**src/rtl/spi_burst_pkg.sv**
```systemverilog
// Purpose : shared types and constants for the spi_burst SPI burst engine.
// Contents: FSM state encoding, SPI word width, default FIFO depth, level width,
//           and the packed TX FIFO entry {fast, data}.
package spi_burst_pkg;

   // Width of one SPI word as seen by both the host and the shifter.
   localparam int unsigned WORD_W        = 32;

   // Default FIFO entries per direction (power of two, 2..64).
   localparam int unsigned DEPTH_DEFAULT = 8;

   // Level outputs must represent 0..64 inclusive, hence 7 bits.
   localparam int unsigned LEVEL_W       = 7;

   typedef enum logic [1:0] {
      ST_IDLE    = 2'd0,   // waiting for a queued word and an idle shifter
      ST_ISSUE   = 2'd1,   // single-cycle spi_start strobe
      ST_WAIT_LO = 2'd2,   // waiting for the shifter to drop spi_rdy
      ST_WAIT_HI = 2'd3    // waiting for the shifter to raise spi_rdy (done)
   } state_t;

   // One TX FIFO entry: mode flag above the data word (1 = 32-bit, 0 = 8-bit).
   typedef struct packed {
      logic              fast;
      logic [WORD_W-1:0] dat;
   } tx_word_t;

endpackage

```
**src/rtl/spi_burst_fifo.sv**
```systemverilog
// Purpose : synchronous FIFO with occupancy level and a one-cycle flush.
// Latency : a pushed word is visible at head_dat the cycle after the push edge.
// Backpr. : push ignored while full, pop ignored while empty; flush beats push.
// Ports   : clk/rst (sync, active-high), flush, push_vld/push_dat, pop_rdy,
//           full, empty, head_dat (zero when empty), level (0..DEPTH).
module spi_burst_fifo
   import spi_burst_pkg::*;
#(
   parameter int unsigned WIDTH = 32,
   parameter int unsigned DEPTH = 8
) (
   input  logic               clk,
   input  logic               rst,
   input  logic               flush,
   input  logic               push_vld,
   input  logic [WIDTH-1:0]   push_dat,
   input  logic               pop_rdy,
   output logic               full,
   output logic               empty,
   output logic [WIDTH-1:0]   head_dat,
   output logic [LEVEL_W-1:0] level
);

   localparam int unsigned PTR_W = (DEPTH > 1) ? $clog2(DEPTH) : 1;

   logic [WIDTH-1:0]   mem_q [DEPTH];
   logic [WIDTH-1:0]   mem_d [DEPTH];
   logic [PTR_W-1:0]   wr_ptr_q, wr_ptr_d;
   logic [PTR_W-1:0]   rd_ptr_q, rd_ptr_d;
   logic [LEVEL_W-1:0] level_q, level_d;
   logic               push_acc;
   logic               pop_acc;

   assign full     = (level_q == LEVEL_W'(DEPTH));
   assign empty    = (level_q == '0);
   assign push_acc = push_vld && !full;
   assign pop_acc  = pop_rdy && !empty;
   assign level    = level_q;
   assign head_dat = empty ? '0 : mem_q[rd_ptr_q];

   always_comb begin
      mem_d    = mem_q;
      wr_ptr_d = wr_ptr_q;
      rd_ptr_d = rd_ptr_q;
      level_d  = level_q;

      if (push_acc) begin
         mem_d[wr_ptr_q] = push_dat;
         // DEPTH is a power of two, so the natural pointer wrap is modulo DEPTH.
         wr_ptr_d        = wr_ptr_q + PTR_W'(1);
      end
      if (pop_acc) begin
         rd_ptr_d = rd_ptr_q + PTR_W'(1);
      end

      unique case ({push_acc, pop_acc})
         2'b10:   level_d = level_q + LEVEL_W'(1);
         2'b01:   level_d = level_q - LEVEL_W'(1);
         default: level_d = level_q;
      endcase

      // Flush empties the FIFO outright; stale storage is left in place since
      // it is unreachable once the pointers are equal and the level is zero.
      if (flush) begin
         wr_ptr_d = '0;
         rd_ptr_d = '0;
         level_d  = '0;
      end
   end

   always_ff @(posedge clk) begin
      if (rst) begin
         wr_ptr_q <= '0;
         rd_ptr_q <= '0;
         level_q  <= '0;
      end else begin
         wr_ptr_q <= wr_ptr_d;
         rd_ptr_q <= rd_ptr_d;
         level_q  <= level_d;
      end
   end

   // Storage needs no reset: nothing reads it while the level is zero.
   always_ff @(posedge clk) begin
      mem_q <= mem_d;
   end

endmodule

```
**src/rtl/spi_burst.sv**
```systemverilog
// Purpose : queues host words in a TX FIFO, issues them one at a time to an
//           external SPI shifter and (optionally) queues replies in an RX FIFO.
// Latency : a word written in cycle N can raise spi_start in cycle N+2; after a
//           transfer completes the next spi_start is no earlier than 2 edges later.
// Backpr. : tx_ready drops when the TX FIFO is full; with the RX FIFO built, a
//           full RX FIFO stalls issue; rx_valid/rx_ready pop the RX FIFO.
// Ports   : clk, rst (sync, active-high); host TX tx_valid/tx_ready/tx_data/
//           tx_fast; host RX rx_valid/rx_ready/rx_data; flush; status busy,
//           tx_level, rx_level; shifter spi_start/spi_fast/spi_dataTx/
//           spi_dataRx/spi_rdy.
// Config  : define SPI_BURST_RXFIFO_EN to build the RX FIFO; otherwise replies
//           are dropped and rx_valid, rx_data and rx_level are tied to zero.
module spi_burst
   import spi_burst_pkg::*;
#(
   parameter int unsigned DEPTH = DEPTH_DEFAULT
) (
   input  logic               clk,
   input  logic               rst,
   // host write channel
   input  logic               tx_valid,
   output logic               tx_ready,
   input  logic [WORD_W-1:0]  tx_data,
   input  logic               tx_fast,
   // host read channel
   output logic               rx_valid,
   input  logic               rx_ready,
   output logic [WORD_W-1:0]  rx_data,
   // control and status
   input  logic               flush,
   output logic               busy,
   output logic [LEVEL_W-1:0] tx_level,
   output logic [LEVEL_W-1:0] rx_level,
   // SPI shifter side
   output logic               spi_start,
   output logic               spi_fast,
   output logic [WORD_W-1:0]  spi_dataTx,
   input  logic [WORD_W-1:0]  spi_dataRx,
   input  logic               spi_rdy
);

   state_t             state_q, state_d;
   logic               spi_fast_q, spi_fast_d;
   logic [WORD_W-1:0]  spi_data_tx_q, spi_data_tx_d;
   // Set when a flush hits an in-flight transfer so its reply is discarded.
   logic               drop_q, drop_d;

   tx_word_t           tx_in;
   tx_word_t           tx_head;
   logic               tx_full;
   logic               tx_empty;
   logic               tx_pop;
   logic               rx_push;
   logic               rx_full;

   // ------------------------------------------------------------------
   // TX FIFO
   // ------------------------------------------------------------------
   assign tx_in.fast = tx_fast;
   assign tx_in.dat  = tx_data;
   assign tx_ready   = !tx_full;

   spi_burst_fifo #(
      .WIDTH ($bits(tx_word_t)),
      .DEPTH (DEPTH)
   ) u_tx_fifo (
      .clk      (clk),
      .rst      (rst),
      .flush    (flush),
      .push_vld (tx_valid),
      .push_dat (tx_in),
      .pop_rdy  (tx_pop),
      .full     (tx_full),
      .empty    (tx_empty),
      .head_dat (tx_head),
      .level    (tx_level)
   );

   // ------------------------------------------------------------------
   // RX FIFO (optional)
   // ------------------------------------------------------------------
`ifdef SPI_BURST_RXFIFO_EN
   logic rx_empty;

   spi_burst_fifo #(
      .WIDTH (WORD_W),
      .DEPTH (DEPTH)
   ) u_rx_fifo (
      .clk      (clk),
      .rst      (rst),
      .flush    (flush),
      .push_vld (rx_push),
      .push_dat (spi_dataRx),
      .pop_rdy  (rx_ready),
      .full     (rx_full),
      .empty    (rx_empty),
      .head_dat (rx_data),
      .level    (rx_level)
   );

   assign rx_valid = !rx_empty;
`else
   // No reply storage: never stall on it and present an empty read channel.
   assign rx_full  = 1'b0;
   assign rx_valid = 1'b0;
   assign rx_data  = '0;
   assign rx_level = '0;

   logic unused_rx;
   assign unused_rx = &{1'b0, rx_ready, rx_push, spi_dataRx};
`endif

   // ------------------------------------------------------------------
   // Issue FSM
   // ------------------------------------------------------------------
   always_comb begin
      state_d       = state_q;
      spi_fast_d    = spi_fast_q;
      spi_data_tx_d = spi_data_tx_q;
      drop_d        = drop_q;
      tx_pop        = 1'b0;
      rx_push       = 1'b0;

      unique case (state_q)
         ST_IDLE: begin
            drop_d = 1'b0;
            // A flush in the same cycle empties the TX FIFO, so do not pop
            // a word that is being discarded.
            if (!tx_empty && spi_rdy && !rx_full && !flush) begin
               tx_pop        = 1'b1;
               spi_fast_d    = tx_head.fast;
               spi_data_tx_d = tx_head.dat;
               state_d       = ST_ISSUE;
            end
         end
         ST_ISSUE: begin
            state_d = ST_WAIT_LO;
         end
         ST_WAIT_LO: begin
            if (!spi_rdy) begin
               state_d = ST_WAIT_HI;
            end
         end
         ST_WAIT_HI: begin
            if (spi_rdy) begin
               state_d = ST_IDLE;
               // Flush on the completing edge wins over the reply push.
               rx_push = !flush && !drop_q;
               drop_d  = 1'b0;
            end
         end
         default: begin
            state_d = ST_IDLE;
         end
      endcase

      // Flush during a transfer that is not completing now: remember to
      // discard its reply when the shifter finishes.
      if (flush && (state_d != ST_IDLE)) begin
         drop_d = 1'b1;
      end
   end

   always_ff @(posedge clk) begin
      if (rst) begin
         state_q       <= ST_IDLE;
         spi_fast_q    <= 1'b0;
         spi_data_tx_q <= '0;
         drop_q        <= 1'b0;
      end else begin
         state_q       <= state_d;
         spi_fast_q    <= spi_fast_d;
         spi_data_tx_q <= spi_data_tx_d;
         drop_q        <= drop_d;
      end
   end

   // spi_start is a Moore output of ISSUE, so it is high for exactly one cycle.
   assign spi_start  = (state_q == ST_ISSUE);
   assign spi_fast   = spi_fast_q;
   assign spi_dataTx = spi_data_tx_q;
   assign busy       = (state_q != ST_IDLE) || !tx_empty;

endmodule

```
**config.mk**
```make
export PLATFORM = sky130hd
export DESIGN_NAME = spi_burst
export DESIGN_NICKNAME = d
export VERILOG_FILES = /design/src/rtl/spi_burst_pkg.sv /design/src/rtl/spi_burst_fifo.sv /design/src/rtl/spi_burst.sv
export SDC_FILE = /design/constraint.sdc
export NUM_CORES = 1
export LEC_CHECK = 0
export ABC_AREA = 1
export BUFFER_PORTS_ARGS = -buffer_cell sky130_fd_sc_hd__clkbuf_2
export CORE_MARGIN = 4
export CORE_UTILIZATION = 35
export DETAILED_ROUTE_END_ITERATION = 8
export HOLD_SLACK_MARGIN = 0.03
export REMOVE_ABC_BUFFERS = 1
export SYNTH_ARGS = -nofsm -noshare
export SYNTH_HDL_FRONTEND = slang
export SYNTH_SLANG_ARGS = --single-unit
```
**constraint.sdc**
```tcl
create_clock -name clk -period 2.8 [get_ports clk]
set_clock_uncertainty 0.15 [all_clocks]
set_input_delay 0.42 -clock clk [delete_from_list [all_inputs] [get_ports clk]]
set_output_delay 0.42 -clock clk [all_outputs]
set_load 0.02 [all_outputs]
```
Yosys cells after proc, flatten, opt, wreduce, memory -nomap -nowiden
Index checks and enable logic that the tools add are counted.
{ "word_totals": {"ff_bits": 312, "inputBits": 71, "output_inout_bits": 83, "wordCells": 62} }
{ "classes": {"n_addsub": 4, "n_lt_le_gt_ge": 3, "n_eq_ne": 9, "n_mux": 14, "n_bitwise": 2, "n_reduce_logical": 16} }
{ "ops": {"columns": ["op", "n"], "rows": [
  ["264-bit bitwise mux", 1],
  ["33-bit 2-to-1 mux", 4],
  ["33-bit binary-select mux with 3-bit select", 1],
  ["33-bit demux with 3-bit select", 1],
  ["7-bit one-hot mux with 2 select lines", 1],
  ["4-bit >= comparator, second input constant", 2],
  ["3-bit inverter with 4-bit output", 2],
  ["2-bit one-hot mux with 4 select lines", 1],
  ["7-bit by 1-bit adder with 7-bit output, second input constant", 1],
  ["7-bit by 4-bit equality test with 1-bit output, second input constant", 1],
  ["7-bit logical NOT", 1],
  ["7-bit by 1-bit subtractor with 7-bit output, second input constant", 1],
  ["3-bit by 1-bit adder with 3-bit output, second input constant", 2],
  ["2-bit equality test, second input constant", 3],
  ["2-bit 2-to-1 mux", 3],
  ["2-bit inequality test, second input constant", 3],
  ["1-bit logical AND", 5],
  ["2-bit by 1-bit equality test with 1-bit output, second input constant", 2],
  ["4-bit by 1-bit less-than comparator with 1-bit output, second input constant", 1],
  ["2-bit nonzero test", 2],
  ["1-bit logical NOT", 3],
  ["3-bit AND reduction", 1],
  ["2-bit logical NOT", 1],
  ["1-bit 2-to-1 mux", 2],
  ["3 further kinds", 3]
]} }

Depth between registers and ports, before layout
{ "depth": {"ltp_word": 9, "mapped_depth": 18, "ltp_nobuf": 17} }

Modules after synthesis
From an unflattened synthesis, not the netlist that was laid out.
{ "unflattened": {"hier_cells": 1157, "area_unflattened_um2": 13006.2} }
{ "modules_own_cells": {"columns": ["module", "n_inst", "cells_per_inst", "area_per_inst_um2", "seq_area_each_um2"], "rows": [
  ["spi_burst_fifo", 1, 944, 11307.1, 8187.9],
  ["spi_burst", 1, 213, 1699.1, 700.7]
]} }

Least setup slack after synthesis
Ideal clock, no wire load.
{ "synth_timing": {"kind": "reg2reg", "start": "register u_tx_fifo.level_q[1] (netlist: u_tx_fifo.level[1])", "end": "register u_tx_fifo.mem_q[100] (netlist name) (enable)", "setup_time_ns": 0.423, "arrival_ns": 2.666, "required_ns": 2.227, "path_slack_ns": -0.439, "stages_incl_launch_ff": 8, "n_path_buf": 0, "synth_period_minus_slack_ns": 3.239, "path_cell_list": "dfxtp_1 > inv_1 > nand2_2 > nor2_4 > nand3_2 > nand2_2 > or2_4 > nor2_1"} }
{ "synth_between": {"elab_chain_len": 3} }
{ "synth_lines": {"columns": ["item", "line", "text"], "rows": [
  ["start: declaration", "spi_burst_fifo.sv:30", "logic [LEVEL_W-1:0] level_q, level_d;"],
  ["start signal: assignment", "spi_burst_fifo.sv:79", "level_q <= level_d;"],
  ["7-bit by 4-bit equality test with 1-bit output", "spi_burst_fifo.sv:34", "assign full = (level_q == LEVEL_W'(DEPTH));"],
  ["1-bit logical NOT", null, null],
  ["via tx_ready", "spi_burst.sv:22", "output logic tx_ready,"],
  ["1-bit logical AND", "spi_burst_fifo.sv:36", "assign push_acc = push_vld && !full;"],
  ["end signal: assignment", "spi_burst_fifo.sv:85", "mem_q <= mem_d;"],
  ["end: declaration", "spi_burst_fifo.sv:26", "logic [WIDTH-1:0] mem_q [DEPTH];"]
]} }
The timed path passes the listed nets, and every way through them passes these cells.
A chain may end at the register's enable or synchronous reset.

Final worst setup path
{ "layout_timing": {"start": "register u_tx_fifo.level_q[4] (netlist: u_tx_fifo.level[4])", "end": "register u_tx_fifo.level_q[6] (netlist: u_tx_fifo.level[6])"} }
{ "layout_between": {"elab_chain_len": 9, "word_cells_on_any_way": 16, "cone_classes": "2 x add/sub; 3 x eq/ne; 3 x mux; 8 x reduce/logical"} }
{ "layout_lines": {"columns": ["item", "line", "text"], "rows": [
  ["7-bit logical NOT (*)", "spi_burst_fifo.sv:35", "assign empty = (level_q == '0);"],
  ["1-bit logical NOT (*)", "spi_burst_fifo.sv:37, spi_burst.sv:129", null],
  ["1-bit logical AND (2 in series)", "spi_burst.sv:129", "if (!tx_empty && spi_rdy && !rx_full && !flush) begin"],
  ["1-bit 2-to-1 mux", "spi_burst.sv:129", null],
  ["1-bit 2-to-1 mux", "spi_burst.sv:124", "unique case (state_q)"],
  ["1-bit logical AND (*)", "spi_burst_fifo.sv:37", "assign pop_acc = pop_rdy && !empty;"],
  ["via u_tx_fifo.pop_acc", "spi_burst_fifo.sv:32", "logic pop_acc;"],
  ["2-bit by 1-bit equality test with 1-bit output / 2-bit equality test (equally long branches)", "spi_burst_fifo.sv:56", "unique case ({push_acc, pop_acc})"],
  ["7-bit one-hot mux with 2 select lines / 2-bit nonzero test (equally long branches)", null, null]
]} }
The timed path passes the listed nets; every way through them passes the cells marked *.

==> flow_summary.ini <==
[outcome]
status = complete, no violations

[logic_synthesis]
syn-instance-count = 1228
synth-async-reset-ratio = 0
synth_top_cell_area_share = 0.602
synthTopCellsByCount = 399 x sky130_fd_sc_hd__nand2_1, 264 x sky130_fd_sc_hd__edfxtp_1, 208 x sky130_fd_sc_hd__nand3_1
ys_types = 31
yosys_warnings = 0
synth_flop_cell = sky130_fd_sc_hd__edfxtp_1
ys_top_cells_by_area = sky130_fd_sc_hd__edfxtp_1 60%, sky130_fd_sc_hd__nand2_1 11%, sky130_fd_sc_hd__nand3_1 7.9%, sky130_fd_sc_hd__dfxtp_1 7.3%, sky130_fd_sc_hd__buf_4 2.7%
synth_top_cell_by_area = sky130_fd_sc_hd__edfxtp_1
yosys_register_bits = 312
synth_seq_area_share = 0.675
syn-cell-area_sq_um = 13200
synthesis.area_per_instance_sq_um = 10.7
synth_edf_count = 264
post-synth-top-count-cell = sky130_fd_sc_hd__nand2_1

[sta]
hold_viol = 0
hold-worst-slack_ns = 0.0508
period_share = 0.915
finalCriticalPeriod_ns = 2.56
worst-slew-pin-transition_ns = 0.853
rsz0062_at_grt = false
finalSetupViolations = 0
setup_tns_ns = 0
fmaxAchievable_mhz = 390
finalMaxSlewViolations = 0
worst_slew_margin_rel = 0.431

[cts]
clock_insertion_delay_worst_skew_ns = 0.50
tritoncts = yes
cts.sinks = 312
htree_num_levels = 2
numCtsBuffers = 35
clkTransAtPathRegs_ns = 0.06
clk_root_buffer_cell = sky130_fd_sc_hd__clkbuf_16
clock_tree.buffer_depth = 3

[flow_run]
drv_cap = 0

[pwr]
pwr-share-comb = 0.098
power_per_cell_area_nw_per_um2 = 708
vdd.ir_drop.worst_v = 0.000420
p_int_mw = 8.18
power_switching_share = 0.237
p_seq_frac = 0.491
power.switching_mw = 2.53
total_leakage_power_nw = 6.01
clockPowerShare = 0.411

[die]
die_h_microns = 202
die_w_microns = 202
row_count = 70
die-area_sq_um = 40800
floorplan.initialDensity = 0.357
coreArea_sq_um = 36900
ioPinCount = 154

[global_routing]
grtUsageTotal = 0.137
grt_antenna_before_repair = 3
grt-ovfl-total = 0
grt_pass1_wl_mm = 45.1
grt_max_degree = 135
grt_pass1_vias = 8158

[layout]
layout.nets = 1394
fin_cells = 1840
syn_to_final_growth_pct = 14.9
finalInstanceArea_sq_um = 15100
fillers = 3520
multi_input_area_sq_um = 3540
fin_util = 0.410
drive_gt1_frac = 0.130
regArea_sq_um = 8900

[hold_path]
worst_hold_path_type = input pin to flop
min_delay_path_depth = 1

[placement]
placed_cells_incl_taps = 1772
gp_congestion = 0.805
port_buffers = 80
hpwlAfterDp_mm = 15.7
postPlaceCellArea_sq_um = 14000

[detailed_routing]
vias = 8453
drt_iter0_markers = 584
routed_wirelength_mm = 28.7
avgViaCountPerCell = 4.59
detailedRoute.firstPassIterationCount = 5
routed_wire_length_per_instance_microns = 15.6
final_antenna_net_count = 0
drc = 0

[worst_setup_path]
worst_setup_path_start_kind = flop
worstPathMaxFanout = 6
worst-endpoint-required_ns = 3.07
timing_worst_setup_path_type = flop to flop
cp_capture_type = flop
critPathArrivalTime_ns = 2.84
worst-r2r-cell-count = 15
[worst max-delay path, cell delays in order (launching register included)]
cell	delay [ns]
sky130_fd_sc_hd__dfxtp_1	0.35
sky130_fd_sc_hd__nor2_1	0.10
sky130_fd_sc_hd__nand2_1	0.10
sky130_fd_sc_hd__inv_1	0.12
sky130_fd_sc_hd__nand3_2	0.10
sky130_fd_sc_hd__nand3_4	0.08
sky130_fd_sc_hd__clkinv_2	0.07
sky130_fd_sc_hd__ha_1	0.21
sky130_fd_sc_hd__buf_4	0.17
sky130_fd_sc_hd__ha_1	0.34
sky130_fd_sc_hd__or2_2	0.31
sky130_fd_sc_hd__nand3_1	0.09
sky130_fd_sc_hd__nand3_1	0.06
sky130_fd_sc_hd__nand2_1	0.07
sky130_fd_sc_hd__nand2_1	0.04
sky130_fd_sc_hd__a21oi_1	0.12
[layout make-up]
cell class | count | area share
multi-input cells | 788 | 0.234
inverters | 65 | 0.0164
diodes | 1 | 0.000165
clock inverters | 11 | 0.00686
repair buffers | 107 | 0.0471
well taps | 504 | 0.0417
clock buffers | 52 | 0.0662
flip-flops and latches | 312 | 0.588
[cell usage in the layout (no fill, tap or decap), types with 2 or more instances in the layout]
| cell | n |
|---|---|
| sky130_fd_sc_hd__nand2_1 | 399 |
| sky130_fd_sc_hd__edfxtp_1 | 264 |
| sky130_fd_sc_hd__nand3_1 | 208 |
| sky130_fd_sc_hd__clkbuf_2 | 80 |
| sky130_fd_sc_hd__nor2_1 | 77 |
| sky130_fd_sc_hd__inv_1 | 58 |
| sky130_fd_sc_hd__dfxtp_1 | 45 |
| sky130_fd_sc_hd__conb_1 | 40 |
| sky130_fd_sc_hd__clkbuf_16 | 37 |
| sky130_fd_sc_hd__buf_4 | 15 |
| sky130_fd_sc_hd__a21oi_1 | 14 |
| sky130_fd_sc_hd__ha_1 | 13 |
| sky130_fd_sc_hd__clkbuf_1 | 13 |
| sky130_fd_sc_hd__nor2_4 | 9 |
| sky130_fd_sc_hd__buf_12 | 8 |
| sky130_fd_sc_hd__clkinv_1 | 7 |
| sky130_fd_sc_hd__o21ai_0 | 7 |
| sky130_fd_sc_hd__xor2_1 | 4 |
| sky130_fd_sc_hd__nand4_1 | 4 |
| sky130_fd_sc_hd__inv_2 | 4 |
| sky130_fd_sc_hd__dlygate4sd3_1 | 4 |
| sky130_fd_sc_hd__nand2_2 | 2 |
| sky130_fd_sc_hd__nand3_2 | 2 |
| sky130_fd_sc_hd__clkinv_2 | 2 |
| sky130_fd_sc_hd__xnor2_1 | 2 |
| sky130_fd_sc_hd__a21oi_2 | 2 |
| sky130_fd_sc_hd__bufinv_16 | 2 |
| sky130_fd_sc_hd__clkbuf_8 | 2 |
| sky130_fd_sc_hd__dfxtp_4 | 2 |
[registers in the layout, indices dropped and copies added, names as in the netlist]
signal and count:
spi_fast 1, u_tx_fifo.wr_ptr_q 3, u_tx_fifo.level 7, u_tx_fifo.rd_ptr_q 3, u_tx_fifo.mem_q 264, spi_dataTx 32, state_q 2
[routing by layer]
layer / part of all wire / GRT usage / up-vias
met5: 0.0014 / 0 / -
met1: 0.44 / 0.184 / 3944
li1: - / - / 4212
met3: 0.066 / 0.0292 / 43
met4: 0.016 / 0.0352 / 4
met2: 0.47 / 0.229 / 250
[repair_timing]
| action | in CTS | in global routing |
|---|---|---|
| hold buffers | 4 | 0 |
| resized for setup | 0 | 0 |
| endpoints found under the hold margin | 32 | 0 |
| buffers inserted | 0 | 0 |
[cell families (layout without fill, tap and decap cells)]
family                   after synthesis  in the layout  synth area share
other                                  1             41          0.000285
XOR/XNOR                               6              6           0.00399
adder cells (fa/ha/maj)               14             14            0.0139
buffers and inverters                167            235            0.0723
multiplexers                           1              1          0.000760
AO/OA/AOI/OAI                         23             23           0.00931
flip-flops                           312            312             0.675
AND/OR/NAND/NOR                      704            704             0.225
[path summary, 6_finish.rpt]
check / startpoint / endpoint / slack [ns]
worst max-delay path: u_tx_fifo.level[4] / u_tx_fifo.level[6] / 0.24
worst min-delay path: tx_data[23] / u_tx_fifo.mem_q[122] / 0.05
worst max register to register: u_tx_fifo.level[4] / u_tx_fifo.level[6] / 0.24
worst min register to register: spi_dataTx[10] / spi_dataTx[10] / 0.36
[power by group through the flow]
| stage | sequential (mW) | clock [mW] | combinational (mW) |
|---|---|---|---|
| detailed placement | 5.36 | 0 | 1.05 |
| global route | 5.28 | 4.72 | 1.18 |
| floorplan | 5.47 | 0 | 0.591 |
| CTS | 5.26 | 4.51 | 1.06 |
| finish | 5.26 | 4.40 | 1.05 |
| global placement | 5.36 | 0 | 1.03 |
[metrics by stage]
| step | power (mW) | setup WS, ns |
|---|---|---|
| global route | 11.2 | 0.00839 |
| finish | 10.7 | 0.237 |
| global placement | 6.38 | 0.276 |
| floorplan | 6.06 | -1.56 |
| CTS | 10.8 | 0.238 |
| detailed placement | 6.41 | 0.261 |
(Power assumes the default switching activity.)
